### config.mk
export PLATFORM = sky130hd
export DESIGN_NAME = slice_concat_packer_flat
export DESIGN_NICKNAME = d
export VERILOG_FILES = /design/src/rtl/slice_concat_packer_if.sv /design/src/rtl/slice_concat_packer.sv /design/src/flat_wrapper.sv
export SDC_FILE = /design/constraint.sdc
export NUM_CORES = 1
export LEC_CHECK = 0
export ABC_CLOCK_PERIOD_IN_PS = 1800
export CAP_MARGIN = 40
export CORE_UTILIZATION = 40
export DETAILED_ROUTE_END_ITERATION = 10
export PLACE_DENSITY_LB_ADDON = 0.12
export SYNTH_ARGS = -nofsm -noshare
export SYNTH_HDL_FRONTEND = slang
export SYNTH_SLANG_ARGS = --single-unit
### constraint.sdc
create_clock -name clk -period 1.8 [get_ports clk]
set_input_delay 0.45 -clock clk [delete_from_list [all_inputs] [get_ports clk]]
set_output_delay 0.45 -clock clk [all_outputs]
set_load 0.005 [all_outputs]
### src/rtl/slice_concat_packer_if.sv
// -----------------------------------------------------------------------------
// slice_concat_packer_if
//
// Purpose:
//   Bundles the two valid/ready channels of slice_concat_packer: the narrow
//   input beat stream and the packed output word stream.
//
// Signals:
//   in_valid   producer -> packer  input beat valid
//   in_ready   packer -> producer  packer can take a beat this cycle
//   in_data    producer -> packer  input word (only the configured slice used)
//   in_last    producer -> packer  close the current word after this beat
//   out_valid  packer -> consumer  out_data/out_count valid
//   out_ready  consumer -> packer  consumer takes the word this cycle
//   out_data   packer -> consumer  packed word
//   out_count  packer -> consumer  number of valid fields in out_data
//
// Modports:
//   master  environment side (drives beats, accepts words)
//   slave   packer side
// -----------------------------------------------------------------------------
interface slice_concat_packer_if #(
    parameter int IN_W  = 8,
    parameter int OUT_W = 8,
    parameter int CNT_W = 3
);
    logic             in_valid;
    logic             in_ready;
    logic [IN_W-1:0]  in_data;
    logic             in_last;
    logic             out_valid;
    logic             out_ready;
    logic [OUT_W-1:0] out_data;
    logic [CNT_W-1:0] out_count;

    modport master (
        output in_valid, in_data, in_last, out_ready,
        input  in_ready, out_valid, out_data, out_count
    );

    modport slave (
        input  in_valid, in_data, in_last, out_ready,
        output in_ready, out_valid, out_data, out_count
    );
endinterface

### src/rtl/slice_concat_packer.sv
// -----------------------------------------------------------------------------
// slice_concat_packer
//
// Purpose:
//   Cuts a fixed bit slice in_data[SLICE_LSB +: SLICE_W] out of every accepted
//   input beat and concatenates successive slices into an OUT_W-bit word. The
//   word is closed after FIELDS slices, or earlier when a beat carries in_last,
//   and is then presented on a registered valid/ready output.
//
// Parameters:
//   IN_W       input beat width
//   SLICE_LSB  LSB of the slice inside in_data   (SLICE_LSB+SLICE_W <= IN_W)
//   SLICE_W    slice width
//   FIELDS     slices per output word            (>= 2)
//   MSB_FIRST  1: first slice in the top field, 0: first slice in the bottom
//
// Ports:
//   clk    rising-edge clock
//   rst_n  synchronous active-low reset; discards any partial or pending word
//   bus    slice_concat_packer_if.slave (input beats and output words)
//
// Timing:
//   out_valid rises the cycle after the closing beat is accepted. With
//   out_ready held high the block sustains one beat per cycle; a new word may
//   replace a word being delivered on the same edge without a bubble.
// -----------------------------------------------------------------------------
module slice_concat_packer #(
    parameter int IN_W      = 8,
    parameter int SLICE_LSB = 2,
    parameter int SLICE_W   = 2,
    parameter int FIELDS    = 4,
    parameter bit MSB_FIRST = 1'b1
) (
    input logic                  clk,
    input logic                  rst_n,
    slice_concat_packer_if.slave bus
);
    localparam int OUT_W = SLICE_W * FIELDS;
    localparam int CNT_W = $clog2(FIELDS + 1);

    // Fill index of the slice that completes a word.
    localparam logic [CNT_W-1:0] LAST_IDX   = CNT_W'(FIELDS - 1);
    localparam logic [CNT_W-1:0] FULL_COUNT = CNT_W'(FIELDS);

    // FILL: no stalled word. HOLD: a word was pending last cycle and the
    // consumer did not take it, so the output registers must not move.
    typedef enum logic {
        S_FILL,
        S_HOLD
    } state_e;

    state_e           state_q,     state_d;
    logic [OUT_W-1:0] acc_q,       acc_d;
    logic [CNT_W-1:0] cnt_q,       cnt_d;
    logic [OUT_W-1:0] out_data_q,  out_data_d;
    logic [CNT_W-1:0] out_count_q, out_count_d;
    logic             out_valid_q, out_valid_d;

    logic               in_ready;
    logic               accept;
    logic               deliver;
    logic               close;
    logic [SLICE_W-1:0] slice;
    logic [OUT_W-1:0]   merged;
    logic [CNT_W-1:0]   cnt_inc;

    // Bits of in_data outside the slice are deliberately not consumed; the
    // reduction only keeps lint quiet and feeds nothing.
    logic unused_in_bits;
    assign unused_in_bits = ^bus.in_data;

    // Zero-extends a slice and shifts it into field k of the output word.
    function automatic logic [OUT_W-1:0] place_slice(
        input logic [SLICE_W-1:0] s,
        input logic [CNT_W-1:0]   k
    );
        logic [OUT_W-1:0] ext;
        int               sh;
        ext = OUT_W'(s);
        if (MSB_FIRST) begin
            sh = OUT_W - SLICE_W - int'(k) * SLICE_W;
        end else begin
            sh = int'(k) * SLICE_W;
        end
        return ext << sh;
    endfunction

    // The input side only stalls while a word sits unclaimed; it never looks
    // at in_valid, so there is no combinational loop through the producer.
    assign in_ready = !out_valid_q || bus.out_ready;
    assign accept   = bus.in_valid && in_ready;
    assign deliver  = out_valid_q && bus.out_ready;

    assign slice   = bus.in_data[SLICE_LSB +: SLICE_W];
    assign merged  = acc_q | place_slice(slice, cnt_q);
    assign cnt_inc = cnt_q + CNT_W'(1);

    // in_last on a beat that also fills the word still yields a single close.
    assign close = accept && ((cnt_q == LAST_IDX) || bus.in_last);

    always_comb begin
        // NOTE: every signal written here gets a default first, so no path
        // leaves one unassigned and no latch is inferred.
        state_d     = state_q;
        acc_d       = acc_q;
        cnt_d       = cnt_q;
        out_data_d  = out_data_q;
        out_count_d = out_count_q;
        out_valid_d = out_valid_q;

        if (deliver) begin
            out_valid_d = 1'b0;
        end

        if (accept) begin
            if (close) begin
                // Overrides the delivery clear above: a word handed over on
                // this edge is replaced by the new one with no bubble.
                out_data_d  = merged;
                out_count_d = cnt_inc;
                out_valid_d = 1'b1;
                acc_d       = '0;
                cnt_d       = '0;
            end else begin
                acc_d = merged;
                cnt_d = cnt_inc;
            end
        end

        state_d = (out_valid_q && !bus.out_ready) ? S_HOLD : S_FILL;
    end

    always_ff @(posedge clk) begin
        if (!rst_n) begin
            // NOTE: the output word and count are cleared together with the
            // control state, so nothing assembled before reset is ever visible.
            state_q     <= S_FILL;
            acc_q       <= '0;
            cnt_q       <= '0;
            out_data_q  <= '0;
            out_count_q <= '0;
            out_valid_q <= 1'b0;
        end else begin
            // NOTE: non-blocking assignments so every register samples the
            // pre-edge values computed above, independent of statement order.
            state_q     <= state_d;
            acc_q       <= acc_d;
            cnt_q       <= cnt_d;
            out_data_q  <= out_data_d;
            out_count_q <= out_count_d;
            out_valid_q <= out_valid_d;
        end
    end

    assign bus.in_ready  = in_ready;
    assign bus.out_valid = out_valid_q;
    assign bus.out_data  = out_data_q;
    assign bus.out_count = out_count_q;

    // Protocol properties; synthesis ignores them.
    a_hold_has_word: assert property (
        @(posedge clk) disable iff (!rst_n)
        (state_q == S_HOLD) |-> out_valid_q
    );

    a_stall_stable: assert property (
        @(posedge clk) disable iff (!rst_n)
        (out_valid_q && !bus.out_ready) |=>
            (out_valid_q && $stable(out_data_q) && $stable(out_count_q))
    );

    a_count_range: assert property (
        @(posedge clk) disable iff (!rst_n)
        out_valid_q |-> ((out_count_q != '0) && (out_count_q <= FULL_COUNT))
    );

    a_fill_range: assert property (
        @(posedge clk) disable iff (!rst_n)
        cnt_q <= LAST_IDX
    );
endmodule
### src/flat_wrapper.sv
// flat-port wrapper written by rule: the top's interface ports become plain ports
module slice_concat_packer_flat 
#(
    parameter int IN_W      = 8,
    parameter int SLICE_LSB = 2,
    parameter int SLICE_W   = 2,
    parameter int FIELDS    = 4,
    parameter bit MSB_FIRST = 1'b1
)
  (clk, rst_n, bus_in_valid, bus_in_data, bus_in_last, bus_out_ready, bus_in_ready, bus_out_valid, bus_out_data, bus_out_count);
  slice_concat_packer_if #(.IN_W(IN_W)) bus_i ();
  input logic clk;
  input logic rst_n;
  input wire logic [$bits(bus_i.in_valid)-1:0] bus_in_valid;
  input wire logic [$bits(bus_i.in_data)-1:0] bus_in_data;
  input wire logic [$bits(bus_i.in_last)-1:0] bus_in_last;
  input wire logic [$bits(bus_i.out_ready)-1:0] bus_out_ready;
  output wire logic [$bits(bus_i.in_ready)-1:0] bus_in_ready;
  output wire logic [$bits(bus_i.out_valid)-1:0] bus_out_valid;
  output wire logic [$bits(bus_i.out_data)-1:0] bus_out_data;
  output wire logic [$bits(bus_i.out_count)-1:0] bus_out_count;
  assign bus_i.in_valid = bus_in_valid;
  assign bus_i.in_data = bus_in_data;
  assign bus_i.in_last = bus_in_last;
  assign bus_i.out_ready = bus_out_ready;
  assign bus_in_ready = bus_i.in_ready;
  assign bus_out_valid = bus_i.out_valid;
  assign bus_out_data = bus_i.out_data;
  assign bus_out_count = bus_i.out_count;
  slice_concat_packer #(.IN_W(IN_W), .SLICE_LSB(SLICE_LSB), .SLICE_W(SLICE_W), .FIELDS(FIELDS), .MSB_FIRST(MSB_FIRST)) u_core (.clk(clk), .rst_n(rst_n), .bus(bus_i));
endmodule
# Word-level counts from Yosys, hierarchy flattened
# Index checks and enable logic that the tools add are counted.
[op_classes] addsub=2 n_mul=0 div_mod_pow=0 n_lt_le_gt_ge=0 eq_ne=1 shifts=1 muxes=5 n_bitwise=1 n_reduce_logical=7
[op_table] cell="$shl A2 B32 Y8" n=1
[op_table] cell="$mux W8" n=1
[op_table] cell="$or A8 B8 Y8" n=1
[op_table] cell="$sub A3 B4 Y5 const A" n=1
[op_table] cell="$add A3 B1 Y3 const B" n=1
[op_table] cell="$eq A3 B2 Y1 const B" n=1
[op_table] cell="$logic_and A1 B1 Y1" n=3
[op_table] cell="$mux W1" n=3
[op_table] cell="$mux W3" n=1
[op_table] cell="$logic_or A1 B1 Y1" n=2
[op_table] cell="$reduce_and A2 Y1" n=1
[op_table] cell="$logic_not A1 Y1" n=1
[word_totals] regBits=23 latch_bits=0 ramBits=0 mem_bits_ro=0 in_bits=13 out_inout_bits=13 wordCells=22 mem_count=0

# Depth between registers and ports, before layout
# Gate-level depths: netlist of run 1.
[depth] depth_word=6 depth_mapped=6 ltp_nobuf=5

# Worst setup path after synthesis of run 1
# OpenSTA, ideal clock, no wires.
[synth_path] path_type="register -> register" from="reg u_core.cnt_q[0]" to="reg u_core.acc_q[3]" setup_time_ns=0.073 arrival_ns=1.474 required_time_ns=1.727 setup_slack_ns=0.253 stages_incl_launch_ff=7 path_buffers=1 period_less_slack_ns=1.547 cell_sequence="dfxtp_1 -> ha_1 -> ha_1 -> or2_4 -> a31o_1 -> buf_6 -> nor3_2"
[synth_between] elab_chain_len=4 word_cells_on_any_way=7 cone_classes="add/sub (1); eq/ne (1); shift (1); mux (1); bitwise (1); reduce/logical (2)"
[synth_rtl] item="start, declared" line="slice_concat_packer.sv:54" text="logic [CNT_W-1:0] cnt_q, cnt_d;"
[synth_rtl] item="start signal, assigned" line="slice_concat_packer.sv:148" text="cnt_q <= cnt_d;"
[synth_rtl] item="$sub A3 B4 Y5 / $eq A3 B2 Y1 (equally long branches)" line="slice_concat_packer.sv:81, slice_concat_packer.sv:99"
[synth_rtl] item="$shl A2 B32 Y8 / $logic_or A1 B1 Y1 (equally long branches)" line="slice_concat_packer.sv:85, slice_concat_packer.sv:99"
[synth_rtl] item="$or A8 B8 Y8 / $logic_and A1 B1 Y1 (equally long branches)" line="slice_concat_packer.sv:95, slice_concat_packer.sv:99"
[synth_rtl] item="$mux W8 *" line="slice_concat_packer.sv:116" text="if (close) begin"
[synth_rtl] item="end signal, assigned" line="slice_concat_packer.sv:138" text="acc_q <= '0;"
[synth_rtl] item="end signal, assigned" line="slice_concat_packer.sv:147" text="acc_q <= acc_d;"
[synth_rtl] item="end, declared" line="slice_concat_packer.sv:53" text="logic [OUT_W-1:0] acc_q, acc_d;"
# Every way passes the cells marked *; elsewhere a longest branch is shown, timed or not.
# A chain may end at the register's enable or synchronous reset.

# Final worst setup path of run 1
[layout_path] from="reg u_core.cnt_q[1]" to="reg u_core.acc_q[4]"
# Same word-level chain as after synthesis.

==> results of run 1 <==
path summary, 6_finish.rpt:
kind                            from                       to  slack, ns  cells past startpoint
max reg2reg          u_core.cnt_q[1]          u_core.acc_q[4]       0.15                      6
min reg2reg  u_core.bus.out_count[2]  u_core.bus.out_count[2]       0.47                      1
max                  u_core.cnt_q[1]          u_core.acc_q[4]       0.15                      6
min          u_core.bus.out_count[2]  u_core.bus.out_count[2]       0.47                      1
stage by stage:
stage	total power, mW	util	setup TNS [ns]	instances	hold slack [ns]
2_1_floorplan	0.620	-	0	89	0.441
3_3_place_gp	0.686	0.583	-1.01	140	0.446
3_5_place_dp	0.689	0.583	-1.29	140	0.447
4_1_cts	0.931	0.596	0	144	0.480
5_1_grt	0.966	0.598	0	144	0.494
6_report	0.921	0.598	0	144	0.475
flip-flops by register name, indices dropped and copies added (netlist names):
name,flops
u_core.bus.out_valid,1
u_core.bus.out_data,8
u_core.acc_q,8
u_core.cnt_q,3
u_core.bus.out_count,3
cells in the final DEF (no fill, tap or decap), types with 3 or more instances in the layout:
cell type,n
a21oi_1,14
a31oi_1,3
a41oi_1,3
buf_4,9
clkbuf_4,3
clkdlybuf4s50_1,17
dfxtp_1,21
inv_1,4
nor2_1,4
nor2b_1,4
nor3_2,5
o21ai_0,3
o2bb2ai_1,11
per-layer routing:
layer | GRT usage | routed length (um)
met1 | 0.244 | 965
met2 | 0.293 | 913
met3 | 0.0247 | 64
met4 | 0.0857 | 29
met5 | 0 | 0
power by group:
group | internal, mW | switching [mW]
sequential | 0.526 | 0.0103
combinational | 0.0730 | 0.0688
clock | 0.0831 | 0.160
total | 0.682 | 0.239
Yosys cell counts:
cell	instances
a31oi_1	3
inv_1	4
nor2_1	4
nor2b_1	4
ha_1	2
a31o_1	1
or3_1	1
dfxtp_1	23
or2_4	1
nand4_1	1
inv_2	1
nand3_1	1
o2bb2ai_1	11
nor2b_4	1
buf_2	2
nor3_2	5
a41oi_1	3
buf_4	1
clkbuf_1	1
o21ai_0	3
a21oi_1	14
a311oi_1	1
buf_6	1
timing repair:
action                     CTS  global route
hold buffers                 0             0
setup buffers                0             0
setup endpoints to repair    1             2
gates resized for setup      1             3
critical path: stages, from the launching register on:
cell     delay (ns)
dfxtp_2        0.39
ha_1           0.20
ha_1           0.18
or2_4          0.25
a31o_1         0.26
buf_12         0.15
nor3_2         0.16
layout make-up:
type,count,area [um2]
well taps,27,33.8
flip-flops and latches,23,463
clock buffers,3,22.5
clock inverters,1,5.00
multi-input cells,56,399
repair buffers,29,279
fillers,199,821
inverters,5,18.8
cell families after synthesis:
logic type / synth area share
buffers and inverters: 0.0563
AO/OA/AOI/OAI: 0.268
flip-flops: 0.505
adder cells (fa/ha/maj): 0.0275
AND/OR/NAND/NOR: 0.143
==> results.yml, run 1 <==
run_status:
  outcome: "complete, no violations"
die:
  chipHeight_um: 49.7
  dieArea_um2: 2470
  die_w_um: 49.7
  fp.coreArea_um2: 2040
  ios: 26
  rows: 16
  start_util: 0.446
logic_synthesis:
  synth_top_area_frac: 0.505
  synth_largest_area_cell: "dfxtp_1"
  yosys_warnings: 0
  syn_area_um2: 911
  netlist_top_cells_area: "dfxtp_1, o2bb2ai_1, a21oi_1"
  postSynthAreaPerCell_um2: 10.2
  synthesis.nets: 104
  ys_seq_area_frac: 0.505
  synth_cell_types: 23
  synth-seq-cells: 23
  syn_inst: 89
cts:
  clock_latency_ns: 0.32
  cts.clk_slew.worst_paths_ns: 0.13
  htreeDepth: 1
  root_buffer: "clkbuf_4"
  cts_sinks: 23
  cts.path.max_buffers: 2
  cts_tree: "yes"
  cts_made_buffers: 3
critical_path:
  crit_path_end_kind: "register"
  crit_arrival_ns: 1.91
  start_kind: "register"
  crit_required_ns: 2.06
  critPathKind: "register to register"
  crit_path_max_fanout: 10
routing:
  first_iter_violations: 17
  postRouteAntennaNets: 0
  finalWirelength_um: 1970
  vias_per_cell: 5.46
  first_pass_iters: 4
  wl_per_cell_um: 13.7
  drc: 0
  dr_total_vias: 786
sta:
  setup_violations: 0
  fmax_ghz: 0.606
  fin_ws_ns: 0.151
  relSlewSlack: 0.825
  finalCriticalPeriod_ns: 1.65
  rsz0062_at_grt: "no"
  post-route-period-util: 0.916
  maxSlewViolCount: 0
  finalClockSkew_ns: 0.00789
  finalHoldViolCount: 0
  tightest_slew_ns: 0.261
power:
  power_density_nw_per_um2: 755
  p_leak_nw: 0.439
  ir_drop_uv: 545
placed_design:
  gp_congestion: 0.750
  dp_hpwl_um: 1380
  io_buffers: 19
  placed_area_um2: 1190
  dp_slack_ns: -0.194
layout:
  drive_gt1_frac: 0.205
  areaGrowthSynthToFinish_pct: 34.1
  n_antenna_cell: 0
  stdcell_area_um2: 1220
  nets: 133
flow_run:
  cap_viol_max_count: 0
global_routing:
  grt_pass1_wl_um: 3460
  grt_overflow_total: 0
  antenna_found_initial: 0
  grt_pass1_vias: 773
  grt_max_degree: 16
  track_usage: 0.184
worst_hold_path:
  min-delay-path-class: "register to register"
No activity file was read; power rests on OpenSTA's default activity.
==> run 2, diff against run 1 <==
Settings changed: CAP_MARGIN 40 to not set.
==> results of run 2 <==
No change in the layout: final DEF, timing and power equal those of run 1.
==> RTL change 1, RTL diff (config.mk and constraints of run 1) <==
`MSB_FIRST` is set to 1'b1 in 2 places; all go to 1'b0.
--- a/src/rtl/slice_concat_packer.sv
+++ b/src/rtl/slice_concat_packer.sv
@@ -29,7 +29,7 @@
     parameter int SLICE_LSB = 2,
     parameter int SLICE_W   = 2,
     parameter int FIELDS    = 4,
-    parameter bit MSB_FIRST = 1'b1
+    parameter bit MSB_FIRST = 1'b0
 ) (
     input logic                  clk,
     input logic                  rst_n,
--- a/src/flat_wrapper.sv
+++ b/src/flat_wrapper.sv
@@ -5,7 +5,7 @@
     parameter int SLICE_LSB = 2,
     parameter int SLICE_W   = 2,
     parameter int FIELDS    = 4,
-    parameter bit MSB_FIRST = 1'b1
+    parameter bit MSB_FIRST = 1'b0
 )
   (clk, rst_n, bus_in_valid, bus_in_data, bus_in_last, bus_out_ready, bus_in_ready, bus_out_valid, bus_out_data, bus_out_count);
   slice_concat_packer_if #(.IN_W(IN_W)) bus_i ();
Behaviour: not the same (Yosys sat finds a counterexample within 4 cycles, from zero or initial values and one cycle with rst_n low).
==> RTL change 1 against run 1 <==
  * Area after synthesis up 14%
  * Synthesized cell count is 15% higher
  * Largest cell class is now multi-input gates
  * Total power rose by 6.4%
  * Design area up 6.8%
  * Wire length is 9.3% higher
  * Utilization fell by 6.7 points
  * Worst setup slack better by 0.018 ns
  * First-iteration DRC count fell by 29%
  * Maximum frequency rose by 1.1%
  * Via count up 6.1%
  * Sequential cell count unchanged
  * Critical endpoint is now bus_out_data[1]
  * Clock skew up 0.0078 ns
  * Critical path depth is 5 lower
  * Die area up 13%
==> RTL change 1: results (changes against run 1) <==
run_status:
  status: "finished clean"  # unchanged
detailed_routing:
  vias_per_cell: 5.38  # was 5.46
  drtIter0Drc: 12  # was 17
  routed_wl_um: 2160  # was 1970 um
finish:
  nMultiInputCombCells: 67  # was 56
  final_nets: 141  # was 133
  fin_cells: 155  # was 144
  buffer_area_frac: 0.202  # was 0.228
  dominant_cells: "multi-input gates"  # was registers
  buffers_excl_clock: 27  # was 29
  synthToLayoutAreaGrowth_pct: 25.7  # was 34.1%
  drive_above_1_share: 0.232  # was 0.205
  clkCellAreaFrac: 0.0211  # was 0.0225
  nFillCells: 238  # was 199
global_route:
  grt_pass1_vias: 768  # was 773
  grt_max_degree: 22  # was 16
  grt_pass1_wl_um: 3690  # was 3460 um
hold_path:
  min_path_cells: 2  # was 1
pwr:
  seq_power_share: 0.558  # was 0.582
  p_sw_frac: 0.273  # was 0.260
  p_leak_nw: 0.443  # was 0.439 nW
  combinationalPower_uw: 190  # was 142 uW
  peakVddDrop_mv: 0.688  # was 0.545 mV
placement:
  dp_slack_ns: -0.204  # was -0.194 ns
  place.gp.congestion: 0.707  # was 0.750
  dp.final_hpwl_um: 1560  # was 1380 um
yosys:
  synth_area_leaders: "dfxtp_1, a31oi_1, nor3_2"  # was dfxtp_1, o2bb2ai_1, a21oi_1
  synth_seq_area_share: 0.444  # was 0.505
  synth_cell_type_count: 27  # was 23
  syn_nets: 117  # was 104
floorplan:
  die_w_um: 52.9  # was 49.7 um
timing:
  tightest_slew_ns: 0.345  # was 0.261 ns
  skew_ns: 0.0156  # was 0.00789 ns
setup_path:
  cpMaxStageDelayCell: "clkdlybuf4s50_1"  # was dfxtp_2
  cp_top_family: "buffers and inverters"  # was simple AND/OR/NAND/NOR gates
-- RTL change 1: final timing paths --
check | startpoint | endpoint | slack, ns
setup / recovery | u_core.bus.out_data[1] | bus_out_data[1] | 0.17
setup reg to reg | u_core.cnt_q[1] | u_core.bus.out_data[4] | 0.29
hold / removal | u_core.bus.out_count[1] | u_core.bus.out_count[1] | 0.47
hold reg to reg | u_core.bus.out_count[1] | u_core.bus.out_count[1] | 0.47
-- RTL change 1: timing repair --
item | CTS | global route
pin swaps | 0 | 0
setup endpoints to repair | 1 | 1
resized for setup | 1 | 2
-- RTL change 1: cell families after synthesis --
group / synth area share
adders and majority gates: 0.0241
muxes: 0.00965
and+or+nand+nor: 0.158
AOI/OAI and AO/OA: 0.286
buffers and inverters: 0.0784
DFF: 0.444
-- RTL change 1: layer usage --
layer	vias up	share of wire	track usage
met5	-	0	0
met1	378	0.49	0.266
li1	428	-	-
met2	24	0.44	0.255
met4	0	0.016	0.0614
met3	4	0.051	0.0603
